===== src/rtl/cordic_pkg.sv =====
// Shared definitions for the iterative CORDIC engine: FSM encoding,
// mode constants and the Q30 arctangent seed table.
package cordic_pkg;

    typedef enum logic [1:0] {
        ST_IDLE = 2'd0,
        ST_RUN  = 2'd1,
        ST_DONE = 2'd2
    } state_t;

    localparam logic MODE_ROT = 1'b0;
    localparam logic MODE_VEC = 1'b1;

    // floor(atan(2^-i) * 2^30), i = 0..31
    localparam logic [31:0] ATAN_Q30 [0:31] = '{
        32'd843314856, 32'd497837829, 32'd263043836, 32'd133525158,
        32'd67021686,  32'd33543515,  32'd16775850,  32'd8388437,
        32'd4194282,   32'd2097149,   32'd1048575,   32'd524287,
        32'd262143,    32'd131071,    32'd65535,     32'd32767,
        32'd16383,     32'd8191,      32'd4095,      32'd2047,
        32'd1023,      32'd511,       32'd255,       32'd127,
        32'd63,        32'd31,        32'd15,        32'd7,
        32'd3,         32'd1,         32'd0,         32'd0
    };

endpackage


===== src/rtl/cordic_atan_rom.sv =====
// Combinational arctangent lookup: rescales the Q30 seed table to FRAC
// fractional bits and fits it to the datapath width.
module cordic_atan_rom
    import cordic_pkg::*;
#(
    parameter int DATA_W = 32,
    parameter int FRAC   = 16
) (
    input  logic [4:0]        index,
    output logic [DATA_W-1:0] angle
);

    logic [31:0] scaled;

    // Table entries are non-negative, so a logical shift equals the arithmetic one
    always_comb begin
        scaled = ATAN_Q30[index] >> (30 - FRAC);
    end

    assign angle = DATA_W'(scaled);

endmodule


===== src/rtl/cordic_iter_engine.sv =====
// Iterative CORDIC engine: one micro-rotation per clock in rotation
// (sin/cos) or vectoring (magnitude/atan) mode, start/busy/done handshake.
module cordic_iter_engine
    import cordic_pkg::*;
#(
    parameter int DATA_W = 32,
    parameter int FRAC   = 16,
    parameter int ITER   = 16
) (
    input  logic              clk,
    input  logic              rst_n,
    input  logic              start,
    input  logic              mode,
    input  logic [DATA_W-1:0] x_in,
    input  logic [DATA_W-1:0] y_in,
    input  logic [DATA_W-1:0] z_in,
    output logic              busy,
    output logic              done,
    output logic [DATA_W-1:0] x_out,
    output logic [DATA_W-1:0] y_out,
    output logic [DATA_W-1:0] z_out
);

    localparam int            CW   = $clog2(ITER + 1);
    localparam logic [CW-1:0] LAST = CW'(ITER - 1);

    state_t                    state;
    logic [CW-1:0]             iter_cnt;
    logic                      mode_reg;
    logic                      busy_reg;
    logic                      done_reg;
    logic signed [DATA_W-1:0]  x_reg, y_reg, z_reg;

    logic [4:0]                rom_index;
    logic [DATA_W-1:0]         atan_raw;
    logic signed [DATA_W-1:0]  atan_val;
    logic signed [DATA_W-1:0]  x_shift, y_shift;
    logic signed [DATA_W-1:0]  x_next, y_next, z_next;
    logic                      dir_pos;

    assign rom_index = 5'(iter_cnt);

    cordic_atan_rom #(
        .DATA_W (DATA_W),
        .FRAC   (FRAC)
    ) u_atan_rom (
        .index (rom_index),
        .angle (atan_raw)
    );

    assign atan_val = $signed(atan_raw);

    // One micro-rotation: barrel shifts, direction decision and add/sub
    always_comb begin
        x_shift = x_reg >>> iter_cnt;
        y_shift = y_reg >>> iter_cnt;
        // Rotation drives z toward zero; vectoring drives y toward zero
        dir_pos = (mode_reg == MODE_ROT) ? ~z_reg[DATA_W-1] : y_reg[DATA_W-1];
        if (dir_pos) begin
            x_next = x_reg - y_shift;
            y_next = y_reg + x_shift;
            z_next = z_reg - atan_val;
        end else begin
            x_next = x_reg + y_shift;
            y_next = y_reg - x_shift;
            z_next = z_reg + atan_val;
        end
    end

    // FSM, iteration counter, working registers and registered handshake
    always_ff @(posedge clk or negedge rst_n) begin
        if (!rst_n) begin
            state    <= ST_IDLE;
            iter_cnt <= '0;
            mode_reg <= MODE_ROT;
            busy_reg <= 1'b0;
            done_reg <= 1'b0;
            x_reg    <= '0;
            y_reg    <= '0;
            z_reg    <= '0;
        end else begin
            case (state)
                ST_IDLE: begin
                    done_reg <= 1'b0;
                    if (start) begin
                        x_reg    <= $signed(x_in);
                        y_reg    <= $signed(y_in);
                        z_reg    <= $signed(z_in);
                        mode_reg <= mode;
                        iter_cnt <= '0;
                        busy_reg <= 1'b1;
                        state    <= ST_RUN;
                    end
                end
                ST_RUN: begin
                    x_reg    <= x_next;
                    y_reg    <= y_next;
                    z_reg    <= z_next;
                    iter_cnt <= iter_cnt + CW'(1);
                    if (iter_cnt == LAST) begin
                        done_reg <= 1'b1;
                        state    <= ST_DONE;
                    end
                end
                ST_DONE: begin
                    // busy and done drop on the same edge
                    done_reg <= 1'b0;
                    busy_reg <= 1'b0;
                    state    <= ST_IDLE;
                end
                default: begin
                    done_reg <= 1'b0;
                    busy_reg <= 1'b0;
                    state    <= ST_IDLE;
                end
            endcase
        end
    end

    assign busy  = busy_reg;
    assign done  = done_reg;
    assign x_out = x_reg;
    assign y_out = y_reg;
    assign z_out = z_reg;

endmodule


===== config.mk =====
export PLATFORM = sky130hd
export DESIGN_NAME = cordic_iter_engine
export DESIGN_NICKNAME = d
export VERILOG_FILES = /design/src/rtl/cordic_pkg.sv /design/src/rtl/cordic_atan_rom.sv /design/src/rtl/cordic_iter_engine.sv
export SDC_FILE = /design/constraint.sdc
export NUM_CORES = 1
export LEC_CHECK = 0
export CAP_MARGIN = 20
export CORE_MARGIN = 4
export CORE_UTILIZATION = 40
export CTS_CLUSTER_DIAMETER = 150
export DETAILED_ROUTE_END_ITERATION = 6
export PLACE_DENSITY = 0.72
export SLEW_MARGIN = 20
export SYNTH_ARGS = -nofsm -noshare
export SYNTH_HDL_FRONTEND = slang
export SYNTH_HIERARCHICAL = 1
export SYNTH_SLANG_ARGS = --single-unit

===== constraint.sdc =====
create_clock -name clk -period 10.81 [get_ports clk]
set_input_delay 2.7025 -clock clk [delete_from_list [all_inputs] [get_ports clk]]
set_output_delay 2.7025 -clock clk [all_outputs]
set_load 0.005 [all_outputs]

Word level (Yosys, flattened, before mapping)
Memories as Yosys holds them, arrays and structs flattened.
Cells that the tools add are included.
- $add $sub $neg: 7
- $mul: 0
- div/mod/pow operators: 0
- $lt $le $gt $ge: 1
- equal/unequal tests: 4
- shift-type cells: 2
- mux-type cells: 21
- bitwise operators: 3
- reduce and logical (&&, ||, !) cells: 6
- operators by type and width (kind ; count):
    32-bit two-way mux ; 8
    32-bit one-hot mux with 2 select lines ; 3
    32-bit adder ; 2
    32-bit by 5-bit >>> shifter with 32-bit output ; 2
    32-bit subtractor ; 2
    32-bit by 19-bit adder with 32-bit output ; 1
    32-bit by 19-bit subtractor with 32-bit output ; 1
    5-bit one-hot mux with 2 select lines ; 1
    2-bit AND reduction ; 4
    6-bit >= comparator (second input constant) ; 1
    5-bit inverter with 6-bit output ; 1
    5-bit by 1-bit adder with 5-bit output (second input constant) ; 1
    5-bit by 4-bit equality test with 1-bit output (second input constant) ; 1
    5-bit two-way mux ; 1
    1-bit two-way mux ; 4
    2-bit two-way mux ; 2
    2-bit != test (second input constant) ; 2
    2-bit one-hot mux with 2 select lines ; 1
    2-bit by 1-bit equality test with 1-bit output (second input constant) ; 1
    2-bit logical NOT ; 1
    1-bit inverter ; 2
    1-bit one-hot mux with 2 select lines ; 1
    2-bit nonzero test ; 1
- bits in registers: 106
- bits in latches: 0
- memory bits (writable): 0
- ROM bits: 1024
- input bits: 100
- output and inout bits: 98
- word-level logic and storage cells: 53
- memories kept: 1
- memory list (name ; words ; bits a word ; rd ports ; clocked after memory_dff ; wr ports ; RTL line ; source):
    (name not given) ; 32 ; 32 ; 1 ; 0 ; 0 ; cordic_atan_rom.sv:17 ; scaled = ATAN_Q30[index] >> (30 - FRAC);

Depth between registers and ports, before layout
- word-level depth: 7
- depth in mapped cells: 28

Cells and area by module
Netlist, hierarchy kept.
- by module, submodules not included (module ; times used ; cells an instance ; area each (µm²) ; seq. area each (µm²)):
    cordic_iter_engine ; 1 ; 1898 ; 15194.6 ; 2652.5
    cordic_atan_rom ; 1 ; 60 ; 447.9 ; 0.0

Worst setup path after synthesis
Ideal clock, no wire load.
- path kind: reg2reg
- start point: reg iter_cnt[3]
- end point: reg y_reg[31], in the netlist y_out[31]
- library setup time: 0.126 ns
- arrival: 5.933 ns
- setup slack: 4.751 ns
- cell stages (with the launch flop): 28
- path buffers: 7
- clock period less this slack: 6.059 ns
- cell sequence: dfrtp_1 clkbuf_1 clkbuf_1 clkbuf_1 clkbuf_1 clkbuf_1 buf_1 clkbuf_1 a311oi_1 a21oi_1 ha_1 nand3_1 or3_1 nand2b_1 nand2_1 xnor2_1 ha_1 a21o_1 a21oi_1 o21bai_1 a21oi_1 o21bai_1 a41oi_1 o21ai_0 o21ai_0 a221o_1 xor3_1 a221o_1
- cells in the longest elaborated chain, start to end: 4
- elaborated cells between the ends (all ways): 5
- classes of those cells: add/sub (2); shift (1); mux (2)
- ends and longest elaborated chain (item ; RTL line ; source):
    start: declaration ; cordic_iter_engine.sv:28 ; logic [CW-1:0] iter_cnt;
    start signal: assignment ; cordic_iter_engine.sv:99 ; iter_cnt <= iter_cnt + CW'(1);
    32-bit by 5-bit >>> shifter with 32-bit output (*) ; cordic_iter_engine.sv:55 ; x_shift = x_reg >>> iter_cnt;
    32-bit subtractor or 32-bit adder (tied branches) ; cordic_iter_engine.sv:65, cordic_iter_engine.sv:61 ;
    32-bit two-way mux (*) ; cordic_iter_engine.sv:59 ; if (dir_pos) begin
    32-bit one-hot mux with 2 select lines (*) ; cordic_iter_engine.sv:82 ; case (state)
    end signal: assignment ; cordic_iter_engine.sv:87 ; y_reg <= $signed(y_in);
    end signal: assignment ; cordic_iter_engine.sv:97 ; y_reg <= y_next;
    end: declaration ; cordic_iter_engine.sv:32 ; logic signed [DATA_W-1:0] x_reg, y_reg, z_reg;
Mark *: on every way between the ends. The rest lies on a longest branch, timed or not.
A chain may end at the register's enable or synchronous reset.

Worst setup path after layout
- start point: reg iter_cnt[1]
- end point: reg y_reg[31], in the netlist y_out[31]
Same word-level chain as after synthesis.

==> metrics.cfg <==
[outcome]
outcome=completed

[placed_design]
dp_hpwl_um=44950
globalplace.congestion=0.9997
portBuffers=197

[floorplanning]
die_width_um=205.8
rows=72
fp.dieArea_sq_mm=0.04234
io-pin-count=198
start_util_pct=40.48
die_y_um=205.8
core_area_sq_mm=0.03865

[final_layout]
n_antenna_cell=0
final_core_util_pct=47.16
area_growth_pct=16.52
regArea_sq_mm=0.002663
layout-drive-gt1-share_pct=8.758
fin_nets=2285
fillers=3751
multiInputGateArea_sq_mm=0.01228

[worst_hold_path]
hp-class=reg2reg

[drt]
num_vias=16364
drc=0
wl_per_cell_um=22.98
firstDrtPassIters=6
ant_nets=0
vias_per_cell=6.304
first_iter_violations=1604
wirelength_um=59660

[sta]
worst_pin_slew_ns=1.073
setup_tns_ns=0
rsz0062_at_grt=false
slew_headroom_pct=28.41
hold_ws_ns=0.4945
finalSetupViolCount=0
fin_crit_sh_pct=66.67
hold_viol_final=0
fmax_ghz=0.1388
skew_ns=0.009596
drv_slew=0
finalCriticalPeriod_ns=7.207

[critical_path]
crit_required_ns=11.09
arrival_ns=7.48
worst-path-buf-inv=1
startpoint_type=register
crit_fanout=72
worstSetupPathType=reg2reg
slowest_delay_ns=0.65
r2r_slack_ns=3.60
cp_top_family=compound AO/OA/AOI/OAI gates
cp_common_cell=o21ai_0
endpoint_kind=register
cp_cell_sequence=buf_6 > mux2_2 > mux4_2 > mux2_4 > o32ai_4 > nand4_2 > or3b_1 > or3_1 > o21ai_0 > xor2_1 > ha_1 > nand4_1 > o21ai_0 > a41oi_1 > o21ai_0 > o21ai_0 > a221o_1 > xor3_1 > a221o_1
cp_slowest_cell=dfrtp_4

[flow_run]
drv_cap=0

[yosys]
synth_mux_area_share_pct=14.35
synth_seq_area_share_pct=16.96
synth_top_family_by_area=compound AO/OA/AOI/OAI gates
syn_avg_cell_area_sq_um=7.989
synth_compound_area_share_pct=27.21
yosysUniqueCellTypes=91
synth_ff_type=dfrtp_1
synth_fa_ha_area_share_pct=9.103
synth_common_cells=nand2_1 (229), nor2_1 (171), a21oi_1 (166)
synth_simple_gate_area_share_pct=17.61
synthArstFlopShare_pct=100.0
synth_top_area_cell=dfrtp_1
synthCells=1958
netlist_area_sq_mm=0.01564
synth_edf_count=0
yosys_register_bits=106
ys_warn_count=6
synth_top_area_share_pct=16.96
synth.most_common_cell=nand2_1
synthXorXnorAreaFrac_pct=9.502
ys_top_cells_by_area=dfrtp_1 (17%), ha_1 (8.7%), mux4_2 (8.6%), nand2_1 (5.5%), a21oi_1 (5.3%)

[clocking]
clock-root-buffer=clkbuf_16
clock_sinks=106
cts_resized=0
cts_made_buffers=9
cts_buffer_depth=2
clkLatencyLatePin_ns=0.39
htree_levels=3
clk_pin_slew_ns=0.08
post_cts_buffers=0
cts_tree=built
hold_buffers=0

[global_route]
grt-ovfl-total=0
grt_pass1_vias=16087
grt_pass1_wl_um=92880
grt_start_max_net_pins=86
grt_antenna_before_repair=2
grtUsageTotal_pct=27.81

[cell usage in the layout (no fill, tap or decap), drive strengths merged, types with 16 or more instances in the layout]
master / netlist / layout
a211oi: 20 / 20
a21o: 39 / 39
a21oi: 169 / 169
a22oi: 20 / 20
a31oi: 55 / 55
and2: 18 / 18
buf: 61 / 28
clkdlybuf4s50: 0 / 195
conb: 1 / 16
dfrtp: 106 / 106
ha: 109 / 109
inv: 46 / 48
mux2: 41 / 41
mux2i: 42 / 42
mux4: 60 / 60
nand2: 229 / 229
nand2b: 27 / 27
nand3: 25 / 25
nor2: 171 / 171
nor2b: 22 / 22
nor3: 30 / 30
o21a: 17 / 17
o21ai: 122 / 122
o22a: 30 / 30
o22ai: 39 / 39
o31ai: 18 / 18
xnor2: 91 / 91
xor2: 76 / 76
[area by class of cell]
cell class	instances	share of cell area [%]
repair buffers	224	11.88
clock inverters	7	0.4188
flip-flops and latches	106	14.61
well taps	518	3.556
multi-input cells	1686	67.35
inverters	46	0.9474
clock buffers	9	1.236
[worst paths after layout]
path	from	end	depth (start not counted)
hold reg to reg	busy	busy	1
min in group asynchronous	rst_n	z_out[28]	1
setup / recovery	iter_cnt[1]	y_out[31]	19
max in group asynchronous	rst_n	state[0]	2
hold / removal	busy	busy	1
setup reg to reg	iter_cnt[1]	y_out[31]	19
[worst register-to-register path: stages (launching register included)]
cell     delay, ns
dfrtp_4       0.65
buf_6         0.65
mux2_2        0.46
mux4_2        0.49
mux2_4        0.31
o32ai_4       0.31
nand4_2       0.16
or3b_1        0.40
or3_1         0.41
o21ai_0       0.23
xor2_1        0.11
ha_1          0.39
nand4_1       0.09
o21ai_0       0.52
a41oi_1       0.33
o21ai_0       0.42
o21ai_0       0.25
a221o_1       0.39
xor3_1        0.18
a221o_1       0.32
[per-stage QoR]
step                      instance area, sq um  worst slack, ns  instances
after floorplan                          15700            4.751       1973
after global placement                   17900            3.574       2578
after detailed placement                 17920            3.494       2579
after CTS                                18220            3.466       2595
after global routing                     18230            3.135       2596
final                                    18230            3.603       2596
[metal layers]
layer	routed length (um)	part of all wire (%)	GRT usage (%)
met5	8	0.013	0
met3	4736	7.9	5.327
met4	1913	3.2	9.833
met1	24890	42	36.27
met2	28110	47	46.07
[cells by family (layout without fill, tap and decap cells)]
family | count (synthesis) | in the layout
muxes | 143 | 143
AOI/OAI and AO/OA | 650 | 650
buffers and inverters | 181 | 286
DFF | 106 | 106
and+or+nand+nor | 597 | 597
adders and majority gates | 112 | 112
other | 1 | 16
xor gates and xnor gates | 168 | 168
Power is left out: the tool's default activity adds up to more than one toggle a clock period on the data nets, which glitch-free logic cannot reach.
